`src/rtl/div_reconstruct.sv`:
```
// div_reconstruct: sequential shift-add check that quotient*divisor+remainder rebuilds the dividend (ports: clk, rst, start, quotient, divisor, remainder, dividend_exp in; busy, done, dividend, div_zero, consistent, match out)
module div_reconstruct #(
  parameter int WIDTH = 4
) (
  input  logic               clk,
  input  logic               rst,
  input  logic               start,
  input  logic [WIDTH-1:0]   quotient,
  input  logic [WIDTH-1:0]   divisor,
  input  logic [WIDTH-1:0]   remainder,
  input  logic [WIDTH-1:0]   dividend_exp,
  output logic               busy,
  output logic               done,
  output logic [2*WIDTH-1:0] dividend,
  output logic               div_zero,
  output logic               consistent,
  output logic               match
);
  localparam int CW = $clog2(WIDTH + 1);
  typedef enum logic [1:0] {IDLE, MUL, DONE} state_t;
  state_t state, state_nx;
  logic [2*WIDTH-1:0] acc, mcand, acc_nx;
  logic [WIDTH-1:0] mplier, rem_q, div_q, exp_q;
  logic [CW-1:0] cnt;
  logic accept, last;
  always_comb begin
    accept = start && (state == IDLE || state == DONE);
    last = state == MUL && cnt == CW'(WIDTH - 1);
    acc_nx = mplier[0] ? acc + mcand : acc;
    state_nx = accept ? MUL : state == DONE ? IDLE : last ? DONE : state;
  end
  assign busy = state == MUL;
  assign done = state == DONE;
  always_ff @(posedge clk) begin
    if (rst) begin
      state <= IDLE;
      acc <= '0;
      mcand <= '0;
      mplier <= '0;
      cnt <= '0;
      rem_q <= '0;
      div_q <= '0;
      exp_q <= '0;
      dividend <= '0;
      div_zero <= 1'b0;
      consistent <= 1'b0;
      match <= 1'b0;
    end else begin
      state <= state_nx;
      if (accept) begin
        acc <= {{WIDTH{1'b0}}, remainder};
        mcand <= {{WIDTH{1'b0}}, divisor};
        mplier <= quotient;
        cnt <= '0;
        rem_q <= remainder;
        div_q <= divisor;
        exp_q <= dividend_exp;
      end else if (state == MUL) begin
        acc <= acc_nx;
        mcand <= mcand << 1;
        mplier <= mplier >> 1;
        cnt <= cnt + 1'b1;
      end
      // results are captured from the final partial sum so they are valid alongside done
      if (last) begin
        dividend <= acc_nx;
        div_zero <= div_q == '0;
        consistent <= div_q != '0 && rem_q < div_q && acc_nx[2*WIDTH-1:WIDTH] == '0;
        match <= div_q != '0 && rem_q < div_q && acc_nx == {{WIDTH{1'b0}}, exp_q};
      end
    end
  end
endmodule

```
`config.mk`:
```
export PLATFORM = sky130hd
export DESIGN_NAME = div_reconstruct
export DESIGN_NICKNAME = d
export VERILOG_FILES = /design/src/rtl/div_reconstruct.sv
export SDC_FILE = /design/constraint.sdc
export NUM_CORES = 1
export LEC_CHECK = 0
export CAP_MARGIN = 20
export CORE_UTILIZATION = 58
export DETAILED_ROUTE_END_ITERATION = 10
export PLACE_DENSITY = 0.94
export SYNTH_ARGS = -nofsm -noshare
export SYNTH_HDL_FRONTEND = slang
export SYNTH_SLANG_ARGS = --single-unit
```
`constraint.sdc`:
```
create_clock -name clk -period 3.45 [get_ports clk]
set_clock_uncertainty 0.1 [all_clocks]
set_input_delay 0.5175 -clock clk [delete_from_list [all_inputs] [get_ports clk]]
set_output_delay 0.5175 -clock clk [all_outputs]
set_load 0.05 [all_outputs]
```
* After elaboration in Yosys (flattened, before gate mapping) *
Index checks and enable logic that the tools add are counted.

word-level totals
  bits in latches = 0
  bits in read-only memories = 0
  register bits after elaboration = 48
  word-level logic and storage cells = 46
  bits of input ports = 19
  output and inout bits = 13
  bits in writable memories = 0
  memories kept = 0

operators by class
  reduce and logical (&&, ||, !) cells = 14
  $lt $le $gt $ge = 1
  shift operators = 0
  equality and inequality tests = 4
  bitwise gates (word level) = 0
  $add $sub $neg = 2
  multiplexer cells = 10
  divide/modulo/power cells = 0
  $mul = 0

operators with widths
  kind                   number
  $mux W4                6
  $add A8 B8 Y8          1
  $eq A8 B4 Y1           1
  $logic_not A4 Y1       2
  $mux W8                1
  $logic_and A1 B1 Y1    5
  $lt A4 B4 Y1           1
  $reduce_bool A4 Y1     1
  $add A3 B1 Y3 const B  1
  $eq A3 B2 Y1 const B   1
  $mux W1                3
  $reduce_bool A3 Y1     1
  $reduce_or A3 Y1       1
  $eq A2 B1 Y1 const B   1
  $eq A2 B2 Y1 const B   1
  $logic_not A2 Y1       1
  $reduce_bool A2 Y1     1
  $reduce_or A2 Y1       1
  $logic_or A1 B1 Y1     1

* Logic depth before layout (Yosys ltp) *
Gate-level depths: netlist of the first run.

  depth after elaboration = 5
  gate-level depth with buffers = 9
  mapped depth without buffers = 9

* Worst setup path after synthesis of the first run *
Ideal clock, no wire load.

  path type = register to register
  start = register mcand[0]
  end = register match
  clock period less this slack = 2,252 ps
  stages on the path, launching flop included = 10
  data arrival time = 2,067 ps
  path buffers = 0
  path slack = 1,198 ps
  cell sequence = dfxtp_1 ha_1 inv_1 fa_1 and2b_1 o31ai_1 mux2_1 a221oi_2 nand4_1 o31ai_2

on the way
  cells in the longest elaborated chain, start to end = 4

RTL lines
  element                   line  text
  start: declaration        22    logic [2*WIDTH-1:0] acc, mcand, acc_nx;
  start signal: assignment  52    mcand <= {{WIDTH{1'b0}}, divisor};
  start signal: assignment  60    mcand <= mcand << 1;
  $add A8 B8 Y8             29    acc_nx = mplier[0] ? acc + mcand : acc;
  $mux W8                   29
  $eq A8 B4 Y1              69    match <= div_q != '0 && rem_q < div_q && acc_nx == {{WIDTH{1'b0}}, exp_q};
  $logic_and A1 B1 Y1       69
  end signal: assignment    69
  end: declaration          17    output logic match

Every way passes these cells.
A chain may end at the register's enable or synchronous reset.

* Final worst setup path of the first run *
  start = register state[0]
  end = output port busy

on the way
  cells in the longest elaborated chain, start to end = 1

RTL lines
  element                   line  text
  start: declaration        21    state_t state, state_nx;
  start signal: assignment  49    state <= state_nx;
  $eq A2 B1 Y1              32    assign busy = state == MUL;
  end: declaration          12    output logic busy,

Every way passes these cells.

==> results of run 1 <==
cells by family (layout without fill, tap and decap cells):
family	count (synthesis)	count (layout)
mux	2	2
xor+xnor	6	6
buf+inv	25	52
fa+ha+maj	13	13
compound gates	74	74
flops	48	48
simple gates	108	108
state kept, by name, summed over array words and instances (netlist names):
| name | count |
|---|---|
| acc | 8 |
| cnt | 3 |
| consistent | 1 |
| div_q | 4 |
| div_zero | 1 |
| dividend | 8 |
| exp_q | 4 |
| match | 1 |
| mcand | 8 |
| mplier | 4 |
| rem_q | 4 |
| state | 2 |
cell usage in the layout, fill, tap and decap left out, types with 2 or more instances in the layout:
cell                              synthesis  layout
sky130_fd_sc_hd__nand2_1                 55      55
sky130_fd_sc_hd__dfxtp_1                 48      48
sky130_fd_sc_hd__clkdlybuf4s50_1          0      31
sky130_fd_sc_hd__a21oi_1                 30      30
sky130_fd_sc_hd__nor2_1                  27      27
sky130_fd_sc_hd__ha_1                    12      12
sky130_fd_sc_hd__a211oi_1                11      11
sky130_fd_sc_hd__inv_1                    9       9
sky130_fd_sc_hd__o21ai_0                  8       8
sky130_fd_sc_hd__a31oi_1                  7       7
sky130_fd_sc_hd__nor2b_1                  6       6
sky130_fd_sc_hd__clkbuf_8                 0       6
sky130_fd_sc_hd__a22oi_1                  5       5
sky130_fd_sc_hd__xor2_1                   4       4
sky130_fd_sc_hd__nand2b_1                 3       3
sky130_fd_sc_hd__nor4_1                   3       3
sky130_fd_sc_hd__nand4_1                  3       3
sky130_fd_sc_hd__buf_4                    1       3
sky130_fd_sc_hd__nand3_1                  2       2
sky130_fd_sc_hd__xnor2_1                  2       2
sky130_fd_sc_hd__o21a_1                   2       2
sky130_fd_sc_hd__or3_1                    2       2
sky130_fd_sc_hd__a21o_1                   2       2
sky130_fd_sc_hd__a221oi_1                 2       2
sky130_fd_sc_hd__clkbuf_1                11       2
metrics by stage:
step	utilization	setup WS, ns	total power [mW]	std cells
detailed placement	0.6990	0.8789	0.7581	343
global route	0.7232	0.4521	1.140	351
floorplan	-	1.198	0.7059	276
CTS	0.7232	0.5476	1.087	351
finish	0.7232	0.5512	1.086	351
global placement	0.6990	0.9470	0.7510	343
report_power, final:
group	total, mW	internal [mW]	switching [mW]	leakage, nW
Combinational	0.151	0.0641	0.0867	0.570
Clock	0.338	0.164	0.175	0.0455
Sequential	0.597	0.576	0.0207	0.391
metal layers:
metal,share of wire,wire [um],up-vias,global-route usage
met5,0,0,-,0
met4,0.011,53,0,0.07778
met3,0.064,318,8,0.04225
met2,0.50,2515,77,0.4566
met1,0.42,2098,943,0.3275
li1,-,-,1017,-
tightest hold or removal path, cell delays in order (launching register included):
cell and delay, ns:
sky130_fd_sc_hd__dfxtp_1 0.31, sky130_fd_sc_hd__nand2_1 0.05, sky130_fd_sc_hd__a21oi_1 0.05
path summary, 6_finish.rpt:
check            start   endpoint  slack (ns)  depth (start not counted)
max reg2reg   state[0]      match        0.89                          7
min          mplier[2]  mplier[2]        0.36                          2
min reg2reg  mplier[2]  mplier[2]        0.36                          2
max           state[0]       busy        0.55                          3
cell type report:
class	count	area (sq um)	area share
inverters	10	37.54	0.01397
multi-input cells	203	1206	0.4488
clock buffers	8	90.09	0.03352
well taps	48	60.06	0.02235
flip-flops and latches	48	960.9	0.3575
repair buffers	34	332.8	0.1238
==> flow_results.org, run 1 <==
** Synth
- Cell type with the highest aggregate area in the netlist :: sky130_fd_sc_hd__dfxtp_1
- Of the total synthesized cell area, the portion taken by AND, OR, NAND and NOR gates is 0.2125.
- Yosys printed 0 warnings.
- Commonest register cell after synthesis :: sky130_fd_sc_hd__dfxtp_1
- Of the total synthesized cell area, the portion taken by full adders, half adders and majority gates is 0.07506.
- In this run the mean area of a mapped cell was ~8.2 sq um.
- The netlist uses between 40 and 50 different library cells.
- Post-Syn Nets :: ~310
- Share of the synthesized netlist area taken by xor and xnor gates :: 0.02318
- Count of state elements after synthesis :: 48
- In this run, synthesis inferred 0 flip-flops with an integrated enable.
- Share of synthesized area spent on multiplexers :: 0.009382
- Most common cell in the synthesized netlist :: sky130_fd_sc_hd__nand2_1
- Main combinational cell family by area after synthesis :: simple AND/OR/NAND/NOR gates
- In this run the cell area of the synthesized design comes to 0.002267 sq mm.
- The commonest cells after synthesis are sky130_fd_sc_hd__nand2_1 (55), sky130_fd_sc_hd__dfxtp_1 (48), sky130_fd_sc_hd__a21oi_1 (30).
- By area the synthesized netlist is led by sky130_fd_sc_hd__dfxtp_1 (42%), sky130_fd_sc_hd__nand2_1 (9.1%), sky130_fd_sc_hd__a21oi_1 (6.6%).
- Share of synthesized registers carrying an async set or reset :: 0
- The complex-gate fraction of the synthesized area came to 0.2119.
- The share of synthesized area in the top cell type comes to 0.4238.
- For this run, the register share of the synthesized area comes to 0.4238.
- Number of standard cells after synthesis :: approximately 280

** Critical path
- The worst setup path is of the reg -> out kind.
- In this run the worst path has a maximum fanout of 27.
- Crit path max-delay cell type :: sky130_fd_sc_hd__clkdlybuf4s50_1
- Counting both buffers and inverters, the worst setup path holds a total of 2.
- The signal on the critical path passes through nand2b_1, inv_2, clkdlybuf4s50_1.
- For the worst setup path, the data arrival time is ~2.3 ns.
- STA classifies the critical path startpoint as a register.
- Data required time of the critical path :: 2.83 ns
- The worst setup path is captured at a primary output.
- Largest incremental delay on the critical path :: 0.89 ns
- Among cell families on the critical path, the largest total delay comes from buffers and inverters.

** Clocking
- Post-CTS timing repair inserted 0 buffers for setup.
- Clock Tree Buf Depth :: 2
- Cts repair resizes :: 0
- Clock Pin Slew Worst Setup and Hold Paths :: roughly 0.080 ns
- Number of buffers added by the clock tree synthesis step :: 5
- Clock tree from TritonCTS :: done
- The later pin in the worst-skew pair is clocked with a latency of 0.30 ns.
- Hold buffer count at CTS :: 0
- H-tree lvl count :: 2
- Clock root cell :: sky130_fd_sc_hd__clkbuf_8
- Counting every sink on the clock net gives 48.

** Die
- The die covers 0.004163 sq mm.
- Area of the core :: approximately 0.0037 sq mm
- Placement Rows :: 22
- Height of the chip :: roughly 65 um
- Chip Width :: around 65 um
- The initial utilization of the core area, before any placement, comes to 0.6101.
- 32 I/O pins were placed.

** Global route
- First-pass GRT wire length :: 8383 um
- Number of global-route vias before repair :: about 1900
- Initial antenna violation count :: 0
- Entering global routing, the biggest net connects 28 pins.
- For this run, the total global-route usage over all layers was measured as 0.2611.
- Total congestion overflow after global routing :: 0

** STA
- Measured against its own limit, the worst slew margin works out to 0.5327.
- RSZ-0062 raised after global routing :: false
- The number of pins with negative max-slew slack in the final report came to 0.
- Setup violations remaining at the end of the flow were counted as 0.
- Least-Margin Pin Slew :: around 0.7 ns
- On the final layout, the worst hold slack is 0.3610 ns.
- The worst path in the final design needs a cycle of approximately 2.9 ns, including I/O delays and setup.
- Setup_tns :: 0 ns
- Final Cycle Share :: 0.8402
- Hold Fails Final Rpt :: 0
- Max frequency :: ~0.34 GHz

** Routing
- For this block, the routed nets add up to 4985 um of wire.
- After detailed routing, the average wire length per cell comes to ~14 um.
- DRT iter0 DRCs :: 160
- The detail route stage leaves a number of antenna-violating nets equal to 0.
- The pre-antenna-repair detailed-routing pass consisted of 4 iterations.
- After detailed routing, the number of remaining DRC violations is 0.
- The routed layout has slightly above 2000 vias.
- In the routed layout, each cell is associated on average with a via count of about 5.8.

** Cells and area
- Filler Cell Count :: ~290
- 0 antenna diodes ended up in the layout.
- Post-route design area :: 0.002688 sq mm
- Fraction of layout instances using a drive strength above 1 :: 0.05611
- Area added between synthesis and finish :: 18.54%
- After the last flow step, the layout net total stands at roughly 330.

** Worst hold path
- Hold Crit Class :: reg -> reg

** Run status
- Result of the run :: complete, no violations

** Power and ir drop
- VDD sags by at most roughly 0.00029 V.
- Power density normalized to cell area :: slightly above 400 mW/mm^2
- For this design the static power due to leakage is a little over 1 nW.

** Placed design
- Half-perimeter wire length after detailed placement :: roughly 3600 um
- Once placement finished, the instance area stood at about 0.0026 sq mm.
- The count of buffers added on input and output ports is 31.
- Gp weighted congestion :: between 0.8 and 0.9

** Job
- Maximum Capacitance Violations :: 0
(Power assumes the default switching activity.)
==> inputs of run 2 (changes only) <==
--- a/config.mk
+++ b/config.mk
@@ -6,9 +6,9 @@
 export NUM_CORES = 1
 export LEC_CHECK = 0
 export CAP_MARGIN = 20
-export CORE_UTILIZATION = 58
+export CORE_UTILIZATION = 54
 export DETAILED_ROUTE_END_ITERATION = 10
-export PLACE_DENSITY = 0.94
+export PLACE_DENSITY = 0.89
 export SYNTH_ARGS = -nofsm -noshare
 export SYNTH_HDL_FRONTEND = slang
 export SYNTH_SLANG_ARGS = --single-unit
==> constraint.sdc (replaced) <==
create_clock -name clk -period 2.9 [get_ports clk]
set_clock_uncertainty 0.1 [all_clocks]
set_input_delay 0.435 -clock clk [delete_from_list [all_inputs] [get_ports clk]]
set_output_delay 0.435 -clock clk [all_outputs]
set_load 0.05 [all_outputs]
==> run 2 against run 1 <==
  * Routed wire length is 2.2% lower
  * Non-clock buffer count is 4 higher
  * Critical path depth up 6
  * Hold slack got worse by 0.0012 ns
  * Sequential cell count stayed put
  * Combinational power is 23% higher
  * Count of clock-buffer cells in the layout fell by 1
  * First-iteration DRC count decreased by 19%
  * Utilization fell by 4.7 points
==> flow_results.org, run 2 (synthesis gave the netlist of run 1 again) <==
** Die
- The core area was 0.004029 sq mm (+8.4%).
- Chip Width :: 66.80 um (+3.5%)
- The effective utilization at floorplan was 0.5627 (-0.04737).
- The row count was 23 (+4.5%).
- Die area :: 0.004462 sq mm (+7.2%)
- Height of the chip :: 66.80 um (+3.5%)
- Top-level I/O count :: 32 (unchanged)

** Cells and area
- The library cells used most frequently in the layout, excluding fill and tap cells, are sky130_fd_sc_hd__nand2_1 (55), sky130_fd_sc_hd__dfxtp_1 (48), sky130_fd_sc_hd__clkdlybuf4s50_1 (31).
- In the final layout, the registers with the most flip-flops are acc x8, dividend x8, mcand x8.
- The fraction of layout instances using a drive strength above 1 is 0.07190 (+0.01579).
- Final antenna diode count :: 0 (unchanged)
- Post-route design area :: 0.002726 sq mm (+1.4%)
- The final standard cell utilization of the core is 0.6767 (-0.04652).
- The number of standard cells in the final layout excluding fillers is 356 (+1.4%).
- Relative to the synthesized area, the layout overhead comes to 20.25%.
- Most common cell after layout, fill and taps aside :: sky130_fd_sc_hd__nand2_1
- The final net count is 338 (+1.2%).

** Placed design
- The routability congestion estimate is 0.8932 (+0.88%).
- The worst setup slack after placement is 0.4959 ns (-0.3830 ns).
- # port buffers :: 31 (unchanged)
- Cell count after placement :: 349 (+1.7%)
- Area after DPL :: 0.002630 sq mm (+1.3%)
- The post-detailed-placement half-perimeter wirelength was 3596 um (-0.24%).

** Routing
- The overall routed net length is 4877 um (-2.2%).
- The routed via count divided by cell count is 5.649 (-3.0%).
- The DRC violation total after the first TritonRoute iteration is 129 (-19%).
- The post-detailed-route wirelength per cell was 13.70 um (-3.5%).
- The overall via count from detail_route came to 2011 (-1.7%).
- Number of search-and-repair iterations in the first detailed-routing pass :: 4 (unchanged)
- Number of design rule violations left after detail routing :: 0 (unchanged)
- Number of routed nets with antenna violations :: 0 (unchanged)

** Power and ir drop
- The sequential fraction of design power is 0.541 (-0.009).
- The switching power is 332.6 uW (+18%).
- Internal power summed over all cells :: 977.6 uW (+22%)
- The static leakage power is 1.031 nW (+2.4%).
- Proportion of power drawn by the clock network :: 0.318 (+0.006)
- The combinational power share came to 0.142 (+0.003).
- Power density normalized to cell area :: 480.6 mW/mm^2 (+19%)
- The net switching fraction of the power was 0.2539 (-0.005994).
- The worst vdd rail ir drop is 0.0003867 V (+35%).

** Clocking
- Clock Tree Buf Depth :: 2 (unchanged)
- Clock root cell :: sky130_fd_sc_hd__clkbuf_8
- Clock tree from TritonCTS :: done
- Source-to-sink clock delay at the later pin of the worst-skew pair :: 0.29 ns (about the same)
- The hold buffer count at cts is 0 (unchanged).
- Post-CTS Repair Setup Buffers :: 0 (unchanged)
- Cts repair resizes :: 0 (unchanged)
- The clock edge transition at the registers on the reported setup and hold paths was 0.08 ns (about the same).
- Number of buffers added by the clock tree synthesis step :: 5 (unchanged)
- H-tree lvl count :: 2 (unchanged)
- The number of sinks handled by clock tree synthesis is 48 (unchanged).

** Critical path
- STA classifies the critical path endpoint as a register.
- The critical-path maximum fanout was 3 (-89%).
- The worst setup path is launched from a register.
- The critical path goes through ha_1, inv_1, fa_1, and2b_1, o31ai_1, mux2_1, a221oi_2, nand4_1, o31ai_2.
- The delay contributed by the slowest stage of the critical path came to 0.37 ns (-0.52 ns).
- Data required time of the critical path :: 3.02 ns (+0.19 ns)
- Kind of critical path :: reg -> reg
- On the critical path, the stage with the largest delay is an instance of sky130_fd_sc_hd__fa_1.
- The arrival time of data at the critical path endpoint came to 2.56 ns (+0.28 ns).

** STA
- Setup repair after global routing left no endpoint under its margin.
- The worst path in the final design needs a cycle of approximately 2.4 ns, including I/O delays and setup.
- Max frequency :: 0.4094 GHz
- The number of pins with negative max-slew slack in the final report came to 0 (unchanged).
- Max transition margin :: 0.5059 (-0.02674)
- Hold Fails Final Rpt :: 0 (unchanged)
- Number of endpoints failing setup at the final stage :: 0 (unchanged)
- Least-Margin Pin Slew :: 0.7384 ns (+0.03997 ns)
- Setup_tns :: 0 ns (unchanged)
- Of the available clock period, the critical path in the final layout requires 0.8424.
- Post-route setup slack :: 0.4572 ns (-0.09407 ns)

** Global route
- Total routing usage reported by global routing :: 0.2423 (-0.01879)
- The initial antenna violation count came to 0 (unchanged).
- The first-pass GRT wire length came to 8135 um (-3.0%).
- The pin count of the biggest net entering global routing was 27 (-3.6%).
- Total congestion overflow after global routing :: 0 (unchanged)
- Number of global-route vias before repair :: 1796 (-4.7%)

** Run status
- The run finished with clean final reports.

** Worst hold path
- Hold Crit Class :: reg -> reg

** Job
- The max-capacitance violation count came to 0 (unchanged).
[run 2: layout make-up]
class	instances	area, sq um
flip-flops and latches	48	960.9
well taps	50	62.56
repair buffers	38	362.8
fillers	333	1303
clock buffers	7	96.34
multi-input cells	203	1206
inverters	10	37.54
[run 2: power by group through the flow]
stage / Combinational (mW) / Sequential [mW] / Clock (mW)
after global routing: 0.208 / 0.712 / 0.448
after global placement: 0.178 / 0.722 / 0
final: 0.186 / 0.708 / 0.416
after detailed placement: 0.183 / 0.724 / 0
after floorplan: 0.124 / 0.716 / 0
after CTS: 0.185 / 0.708 / 0.421
[run 2: final timing paths]
path | start | end | slack (ns) | depth (start not counted)
worst min-delay path | mplier[1] | mplier[1] | 0.36 | 2
worst max-delay path | acc[0] | match | 0.46 | 9
worst min register to register | mplier[1] | mplier[1] | 0.36 | 2
worst max register to register | acc[0] | match | 0.46 | 9
[run 2: metrics by stage]
step | power [mW] | hold slack, ns
4_1_cts | 1.314 | 0.3598
3_3_place_gp | 0.8997 | 0.3426
2_1_floorplan | 0.8398 | 0.3328
5_1_grt | 1.369 | 0.3791
6_report | 1.310 | 0.3598
3_5_place_dp | 0.9069 | 0.3489
[run 2: worst max-delay path: cells and delay by family (launching register included)]
kind / cells / cell delay (ns)
simple gates: 2 / 0.42
mux: 1 / 0.33
fa+ha+maj: 2 / 0.55
flops: 1 / 0.36
compound gates: 3 / 0.56
buf+inv: 1 / 0.05
[run 2: layer usage]
| metal | vias up | routed length (um) | GRT usage | part of all wire |
|---|---|---|---|---|
| met4 | 0 | 80 | 0.07979 | 0.016 |
| met5 | - | 0 | 0 | 0 |
| met3 | 9 | 208 | 0.04623 | 0.043 |
| met2 | 58 | 2371 | 0.3914 | 0.49 |
| met1 | 930 | 2216 | 0.3214 | 0.45 |
| li1 | 1014 | - | - | - |
